===== src/rtl/regfile_arb_pkg.sv =====
// Shared types and constants for the register-file write-port arbiter.
// Holds the controller state encoding and the write-port owner select.
package regfile_arb_pkg;

    localparam int REG_COUNT  = 32;
    localparam int DEF_ADDR_W = 5;
    localparam int DEF_DATA_W = 32;

    // Wide enough for the largest starvation limit (15).
    localparam int WAIT_W = 4;

    typedef enum logic [1:0] {
        ST_CLEAR = 2'd0,
        ST_RUN   = 2'd1,
        ST_ACK   = 2'd2
    } arb_state_t;

    typedef enum logic [1:0] {
        OWN_CLEAR = 2'd0,
        OWN_CPU   = 2'd1,
        OWN_DBG   = 2'd2
    } port_owner_t;

endpackage


===== src/rtl/regfile_port_arbiter.sv =====
// Write-port arbiter for the decode-stage register file: clears all registers
// after reset, then shares the port between core writeback and a debug host.
module regfile_port_arbiter
    import regfile_arb_pkg::*;
#(
    parameter int ADDR_W       = DEF_ADDR_W,
    parameter int DATA_W       = DEF_DATA_W,
    parameter int STARVE_LIMIT = 4
) (
    input  logic              clock,
    input  logic              reset,

    input  logic              cpu_wen,
    input  logic [ADDR_W-1:0] cpu_waddr,
    input  logic [DATA_W-1:0] cpu_wdata,
    output logic              cpu_stall,

    input  logic              dbg_req,
    input  logic              dbg_we,
    input  logic [ADDR_W-1:0] dbg_addr,
    input  logic [DATA_W-1:0] dbg_wdata,
    output logic              dbg_ack,
    output logic [DATA_W-1:0] dbg_rdata,

    output logic              rf_wen,
    output logic [ADDR_W-1:0] rf_waddr,
    output logic [DATA_W-1:0] rf_wdata,
    output logic [ADDR_W-1:0] rf_dbg_raddr,
    input  logic [DATA_W-1:0] rf_dbg_rdata,

    output logic              clearing
);

    localparam logic [ADDR_W-1:0] CLR_FIRST = ADDR_W'(1);
    localparam logic [ADDR_W-1:0] CLR_LAST  = ADDR_W'(REG_COUNT - 1);
    localparam logic [WAIT_W-1:0] WAIT_MAX  = WAIT_W'(STARVE_LIMIT);

    arb_state_t  state;
    arb_state_t  state_nxt;
    port_owner_t owner;
    logic        dbg_grant;

    logic [ADDR_W-1:0] clr_cnt;
    logic [WAIT_W-1:0] wait_cnt;

    // Next state, grant decision and core stall.
    always_comb begin
        // NOTE: every signal assigned here gets a default first, so no path can infer a latch.
        state_nxt = state;
        owner     = OWN_CPU;
        dbg_grant = 1'b0;
        cpu_stall = 1'b0;

        case (state)
            ST_CLEAR: begin
                owner     = OWN_CLEAR;
                cpu_stall = 1'b1;
                if (clr_cnt == CLR_LAST) begin
                    state_nxt = ST_RUN;
                end
            end

            ST_RUN: begin
                // An idle core yields at once; a busy core yields only once the
                // debug host has waited the full starvation limit.
                if (dbg_req && (!cpu_wen || wait_cnt == WAIT_MAX)) begin
                    dbg_grant = 1'b1;
                    owner     = OWN_DBG;
                    cpu_stall = cpu_wen;
                    state_nxt = ST_ACK;
                end
            end

            ST_ACK: begin
                state_nxt = ST_RUN;
            end

            default: begin
                owner     = OWN_CLEAR;
                cpu_stall = 1'b1;
                state_nxt = ST_CLEAR;
            end
        endcase
    end

    // Write-port multiplexer; register 0 is never written outside the clear walk,
    // which starts at 1 anyway.
    always_comb begin
        rf_wen   = 1'b0;
        rf_waddr = cpu_waddr;
        rf_wdata = cpu_wdata;

        case (owner)
            OWN_CLEAR: begin
                rf_wen   = 1'b1;
                rf_waddr = clr_cnt;
                rf_wdata = '0;
            end

            OWN_DBG: begin
                rf_wen   = dbg_we && (dbg_addr != '0);
                rf_waddr = dbg_addr;
                rf_wdata = dbg_wdata;
            end

            default: begin
                rf_wen   = cpu_wen && (cpu_waddr != '0);
                rf_waddr = cpu_waddr;
                rf_wdata = cpu_wdata;
            end
        endcase
    end

    assign rf_dbg_raddr = dbg_addr;

    always_ff @(posedge clock or negedge reset) begin
        if (!reset) begin
            state <= ST_CLEAR;
        end else begin
            // NOTE: non-blocking assignments, so every register samples pre-edge values.
            state <= state_nxt;
        end
    end

    always_ff @(posedge clock or negedge reset) begin
        if (!reset) begin
            clr_cnt   <= CLR_FIRST;
            wait_cnt  <= '0;
            dbg_ack   <= 1'b0;
            dbg_rdata <= '0;
            clearing  <= 1'b1;
        end else begin
            clearing <= (state_nxt == ST_CLEAR);
            dbg_ack  <= dbg_grant;

            if (state == ST_CLEAR) begin
                clr_cnt <= clr_cnt + ADDR_W'(1);
            end

            // Read data is captured only on a grant and held until the next one.
            if (dbg_grant) begin
                dbg_rdata <= rf_dbg_rdata;
                wait_cnt  <= '0;
            end else if (state == ST_RUN && dbg_req && wait_cnt != WAIT_MAX) begin
                wait_cnt <= wait_cnt + WAIT_W'(1);
            end
        end
    end

endmodule


===== config.mk =====
export PLATFORM = sky130hd
export DESIGN_NAME = regfile_port_arbiter
export DESIGN_NICKNAME = d
export VERILOG_FILES = /design/src/rtl/regfile_arb_pkg.sv /design/src/rtl/regfile_port_arbiter.sv
export SDC_FILE = /design/constraint.sdc
export NUM_CORES = 1
export LEC_CHECK = 0
export CAP_MARGIN = 20
export CORE_MARGIN = 8
export CORE_UTILIZATION = 30
export DETAILED_ROUTE_END_ITERATION = 10
export HOLD_SLACK_MARGIN = 0.05
export PLACE_DENSITY = 0.84
export SETUP_SLACK_MARGIN = 0.5
export SYNTH_ARGS = -nofsm -noshare
export SYNTH_HDL_FRONTEND = slang
export SYNTH_SLANG_ARGS = --single-unit

===== constraint.sdc =====
create_clock -name clock -period 3.2 [get_ports clock]
set_input_delay 0.32 -clock clock [delete_from_list [all_inputs] [get_ports clock]]
set_output_delay 0.32 -clock clock [all_outputs]
set_load 0.01 [all_outputs]

==> impl_metrics.json, run 1 <==
{
  "status": "finished, final reports clean",
  "cts.sinks": 45,
  "start_util_pct": 30.6,
  "fmax_mhz": 370,
  "synth.net_count": 319,
  "antenna_found_initial": 0,
  "yosysTopAreaCellShare_pct": 43.3,
  "area_delta_synth_final_pct": 87.7,
  "fp-row-count": 33,
  "ys_ff_latch": 45,
  "clock_latency_ps": 290,
  "yosysTopAreaCell": "dfrtp_1",
  "skew_ps": 10.4,
  "wl_met3_mm": 1.31,
  "drc": 0,
  "synthCells": 200,
  "final-hold-violation-count": 0,
  "yosysWarnings": 0,
  "dieArea_sq_mm": 0.0115,
  "ir_worst_vdd_mv": 0.372,
  "p_per_area_mw_per_mm2": 787,
  "place_hpwl_mm": 8.12,
  "die_w_um": 107,
  "clock-root-buffer": "clkbuf_8",
  "path_cells": "buf_4 -> ha_4 -> and3_1 -> a221o_2 -> buf_12 -> a221o_1 -> dlygate4sd2_1",
  "grt_overflow": 0,
  "grt_util_all_layers_pct": 17.7,
  "io_buffers": 188,
  "dr.pass1.iters": 4,
  "maxSlewHeadroom_pct": 71.5,
  "drt_iter0_markers": 134,
  "critical_path.max_fanout": 9,
  "synth.avg_cell_area_sq_um": 12.4,
  "clk_path_buf_depth": 2,
  "mostFrequentLayoutCells": "149 x clkdlybuf4s50_1, 43 x dfrtp_1, 34 x mux2_2, 32 x a22o_1, 26 x dlygate4sd2_1",
  "drive_above_1_share_pct": 19.4,
  "core_sq_mm": 0.00813,
  "cts_tree": "done",
  "cp.required_ps": 2880,
  "period_needed_ps": 2710,
  "slowest_stage": "a221o_2",
  "path_clk_slew_ps": 80,
  "hold_slack_ps": 485,
  "setup-violations-final": 0,
  "synth_edf_count": 0,
  "rsz0062_at_grt": "yes",
  "ant_nets": 0,
  "drt-wirelength-per-cell_um": 20.9,
  "cts_buffers": 5,
  "critical_path_class": "reg2out",
  "drt-met1-wl_mm": 3.86,
  "synth_ff_type": "dfrtp_1",
  "worstPathArrival_ps": 2390,
  "setup_tns_ps": 0,
  "num-nets-final": 514,
  "report.final.slew_viol_count": 0,
  "synthArstFlopShare_pct": 100,
  "period_share_pct": 84.5,
  "io_pins": 189,
  "dp.cells": 477,
  "grt_max_degree": 46,
  "netlist_area_sq_mm": 0.00249,
  "worstSetupEndpointType": "primary output",
  "leakagePower_nw": 2.10,
  "wl_mm": 10.5,
  "via_per_inst": 4.96,
  "synth_cell_type_count": 37,
  "synth.area.top_cells": "dfrtp_1 43%, mux2_2 15%, a22o_1 11%",
  "die_h_um": 107,
  "max_stage_delay_ps": 410,
  "grt_pass1_vias": 2702,
  "route.met2.wl_mm": 5.08,
  "ys_seq_area_share_pct": 45.4,
  "cap_violations": 0,
  "highest_layer": "met4",
  "max_slew.worst_pin.slew_ps": 428,
  "final_common_cell": "clkdlybuf4s50_1",
  "vias": 2485,
  "grt_pass1_wl_mm": 15.6,
  "diodes": 0,
  "cp-start-kind": "flip-flop",
  "hp-class": "in2async",
  "gp_congestion": 1.02,
  "fin_cells": 501,
  "htree_levels": 2
}
==> cells by family (layout without fill, tap and decap cells) <==
group | count (synthesis) | count (layout) | share of synthesized area [%]
AOI/OAI and AO/OA | 55 | 55 | 18.9
buffers and inverters | 27 | 223 | 7.60
DFF | 45 | 45 | 45.4
adders and majority gates | 8 | 8 | 4.03
xor gates and xnor gates | 3 | 3 | 1.06
and+or+nand+nor | 26 | 26 | 6.84
muxes | 36 | 36 | 16.2
==> worst paths after layout <==
path                             from       endpoint  slack, ps  cells past startpoint
hold / removal                  reset   dbg_rdata[2]        490                      2
hold reg to reg            clr_cnt[3]     clr_cnt[3]        500                      1
min in group clock         clr_cnt[3]     clr_cnt[3]        500                      1
setup reg to reg             state[0]  dbg_rdata[24]       1230                      6
max in group asynchronous       reset    wait_cnt[2]       2220                      3
setup / recovery             state[0]    rf_waddr[2]        490                      7
==> cells in the mapped netlist (2+ instances only) <==
cell	count
or4_1	2
o21ai_0	6
nand4_1	3
mux2i_1	2
nand3_1	2
and3_1	2
nand2b_1	2
buf_6	8
ha_1	8
buf_2	4
mux2_2	34
a22o_1	32
a221o_1	6
dfrtp_1	43
buf_4	6
nand2_1	4
clkbuf_1	2
a21oi_1	3
xnor2_1	2
inv_1	7
dfstp_2	2
and2_1	5
==> metal layers <==
metal | track usage (%) | up-vias
met5 | 0 | -
met3 | 8.94 | 12
li1 | - | 1136
met4 | 5.23 | 0
met1 | 18.4 | 1186
met2 | 30.5 | 151
==> state kept, by name, indices dropped and copies added (netlist names) <==
| name | cells |
|---|---|
| dbg_rdata | 32 |
| clr_cnt | 5 |
| wait_cnt | 4 |
| state | 2 |
| clearing | 1 |
| dbg_ack | 1 |
==> power breakdown <==
part	switching, mW	internal, mW
Combinational	0.972	1.31
Clock	0.187	0.234
Sequential	0.137	0.837
Total	1.30	2.38
==> worst max-delay path, delay by kind of cell (launching register included) <==
family	cells	cell delay, ps
fa+ha+maj	1	190
buf+inv	3	620
compound gates	2	700
flops	1	400
simple gates	1	200
==> area by class of cell <==
type,instances,area (sq um)
well taps,105,131
inverters,7,26.3
fillers,691,3470
clock buffers,6,72.6
flip-flops and latches,45,1130
multi-input cells,128,1210
repair buffers,208,2060
clock inverters,2,38.8
==> through the flow <==
| stage | utilization [%] | power, mW | worst slack, ps | cell area (sq um) |
|---|---|---|---|---|
| 3_5_place_dp | 53.8 | 3.21 | 275 | 4370 |
| 3_3_place_gp | 53.8 | 3.15 | 312 | 4370 |
| 6_report | 57.4 | 3.67 | 495 | 4670 |
| 5_1_grt | 57.4 | 3.93 | 429 | 4670 |
| 4_1_cts | 56.6 | 3.65 | 296 | 4610 |
| 2_1_floorplan | - | 2.05 | 1100 | 2490 |
==> what timing repair did <==
item | CTS | global route
buffers inserted | 10 | 1
resized for setup | 43 | 21
setup endpoints to repair | 38 | 35
hold buffers | 0 | 1
pin swaps | 2 | 0
gates cloned | 3 | 0
endpoints found under the hold margin | 0 | 12
(Power assumes the default switching activity.)
==> run 2: changes to the inputs <==
PLACE_DENSITY = 0.87   (was 0.84)
clock period = 2.25 ns   (was 3.2 ns; I/O delays follow)
==> run 2 against run 1 <==
Effect of this change: the flow now finishes with violations (setup timing); flip-flop and latch count unchanged; cell area increased by 4.1%; sequential power rose by 44%; wire length is 1.4% lower; clock power increased by 13%; critical path type unchanged; critical endpoint is now rf_wdata[6].
==> impl_metrics.json, run 2 (same netlist as run 1, synthesis figures left out) <==
{
  "htree_levels": 2,
  "rsz0062_at_grt": "yes",
  "final_cell_area_sq_mm": 0.00486,
  "start_util_pct": 30.6,
  "fmax_mhz": 404,
  "io_buffers": 188,
  "clock_latency_ps": 290,
  "period_needed_ps": 2470,
  "setup-violations-final": 38,
  "area_delta_synth_final_pct": 95.4,
  "place_area_sq_mm": 0.00458,
  "n_fill_cell": 635,
  "num-nets-final": 539,
  "violations": "setup timing",
  "clock-root-buffer": "clkbuf_8",
  "cts.sinks": 45,
  "hp-class": "reg2reg",
  "p_int_mw": 3.66,
  "core_sq_mm": 0.00813,
  "die_w_um": 107,
  "drt-wirelength-per-cell_um": 19.6,
  "cts_buffers": 5,
  "wl_mm": 10.3,
  "drt_iter0_markers": 66,
  "fp-row-count": 33,
  "grt_util_all_layers_pct": 16.9,
  "setup_slack_ps": -224,
  "die_h_um": 107,
  "hold_slack_ps": 498,
  "cap_violations": 0,
  "critical_path.max_fanout": 6,
  "cp.required_ps": 2030,
  "dr.pass1.iters": 4,
  "place_hpwl_mm": 7.88,
  "period_share_pct": 110,
  "diodes": 0,
  "grt_pass1_wl_mm": 15.4,
  "p_comb_share_pct": 66.6,
  "ir_worst_vdd_mv": 0.589,
  "setup_tns_ps": -5920,
  "grt_max_degree": 37,
  "cp-start-kind": "flip-flop",
  "pre_cts_slack_ps": -196,
  "clk_path_buf_depth": 2,
  "vias": 2574,
  "switching_share_pct": 34.9,
  "final_common_cell": "clkdlybuf4s50_1",
  "largest_register_ffs": 32,
  "leakagePower_nw": 2.17,
  "p_per_area_mw_per_mm2": 1160,
  "report.final.slew_viol_count": 0,
  "fin_util_pct": 59.7,
  "gp_congestion": 0.893,
  "final-hold-violation-count": 0,
  "ant_nets": 0,
  "total_power_mw": 5.63,
  "grt_pass1_vias": 2782,
  "dieArea_sq_mm": 0.0115,
  "dp.cells": 499,
  "switchingPower_mw": 1.97,
  "via_per_inst": 4.89,
  "grt_overflow": 0,
  "path_clk_slew_ps": 80,
  "p_seq_share_pct": 24.9,
  "cts_tree": "done",
  "drc": 0,
  "antenna_found_initial": 0,
  "worstPathArrival_ps": 2250,
  "status": "finished with violations",
  "max_slew.worst_pin.slew_ps": 794,
  "clkPwrFrac_pct": 8.5,
  "reg_top3": "dbg_rdata: 32 flops, clr_cnt: 5 flops, wait_cnt: 4 flops",
  "largest_register": "dbg_rdata",
  "worstSetupEndpointType": "primary output",
  "drive_above_1_share_pct": 33.5,
  "mostFrequentLayoutCells": "148 x clkdlybuf4s50_1, 42 x dfrtp_1, 34 x mux2_2, 32 x a22o_1, 30 x buf_4",
  "critical_path_class": "reg2out",
  "maxSlewHeadroom_pct": 47.1,
  "io_pins": 189,
  "skew_ps": 3.67,
  "fin_cells": 526
}
-- run 2: metal layers --
metal | track usage, % | part of all wire (%) | vias up
met1 | 18.5 | 39 | 1231
met2 | 29.7 | 49 | 147
met3 | 6.90 | 10 | 12
met5 | 0 | 0 | -
li1 | - | - | 1184
met4 | 3.82 | 1.6 | 0
-- run 2: path summary, 6_finish.rpt --
kind | end | startpoint | depth (start not counted) | slack (ps)
worst min-delay path | clr_cnt[3] | clr_cnt[3] | 1 | 500
worst min register to register | clr_cnt[3] | clr_cnt[3] | 1 | 500
worst max-delay path | rf_wdata[6] | state[0] | 8 | -220
min in group asynchronous | dbg_rdata[10] | reset | 2 | 560
max in group asynchronous | dbg_rdata[5] | reset | 3 | 1100
worst max register to register | dbg_rdata[19] | state[0] | 7 | 440
-- run 2: cell type report --
| class | count | area [sq um] | share of cell area [%] |
|---|---|---|---|
| repair buffers | 233 | 2260 | 46.5 |
| multi-input cells | 128 | 1230 | 25.3 |
| clock buffers | 7 | 76.3 | 1.57 |
| inverters | 7 | 26.3 | 0.541 |
| flip-flops and latches | 45 | 1130 | 23.3 |
| clock inverters | 1 | 7.51 | 0.155 |
| well taps | 105 | 131 | 2.70 |
-- run 2: worst max-delay path, cell delays in order (launching register included) --
cell and delay (ps):
dfrtp_2 450, inv_2 90, ha_4 210, and3b_1 180
a221o_4 420, buf_6 170, buf_16 120, a22o_1 180
buf_2 140
-- run 2: timing repair --
action / in CTS / in global routing
setup endpoints to repair: 72 / 72
gates cloned: 4 / 3
buffers inserted: 8 / 3
resized for setup: 130 / 52
endpoints found under the hold margin: 32 / 0
hold buffers: 1 / 0
pin swaps: 4 / 12
-- run 2: power groups by stage --
stage,registers [mW],logic [mW],clock network [mW]
floorplan,1.54,1.45,0
global placement,1.39,3.32,0
detailed placement,1.42,3.40,0
CTS,1.40,3.54,0.510
global route,1.45,3.98,0.552
finish,1.40,3.75,0.477
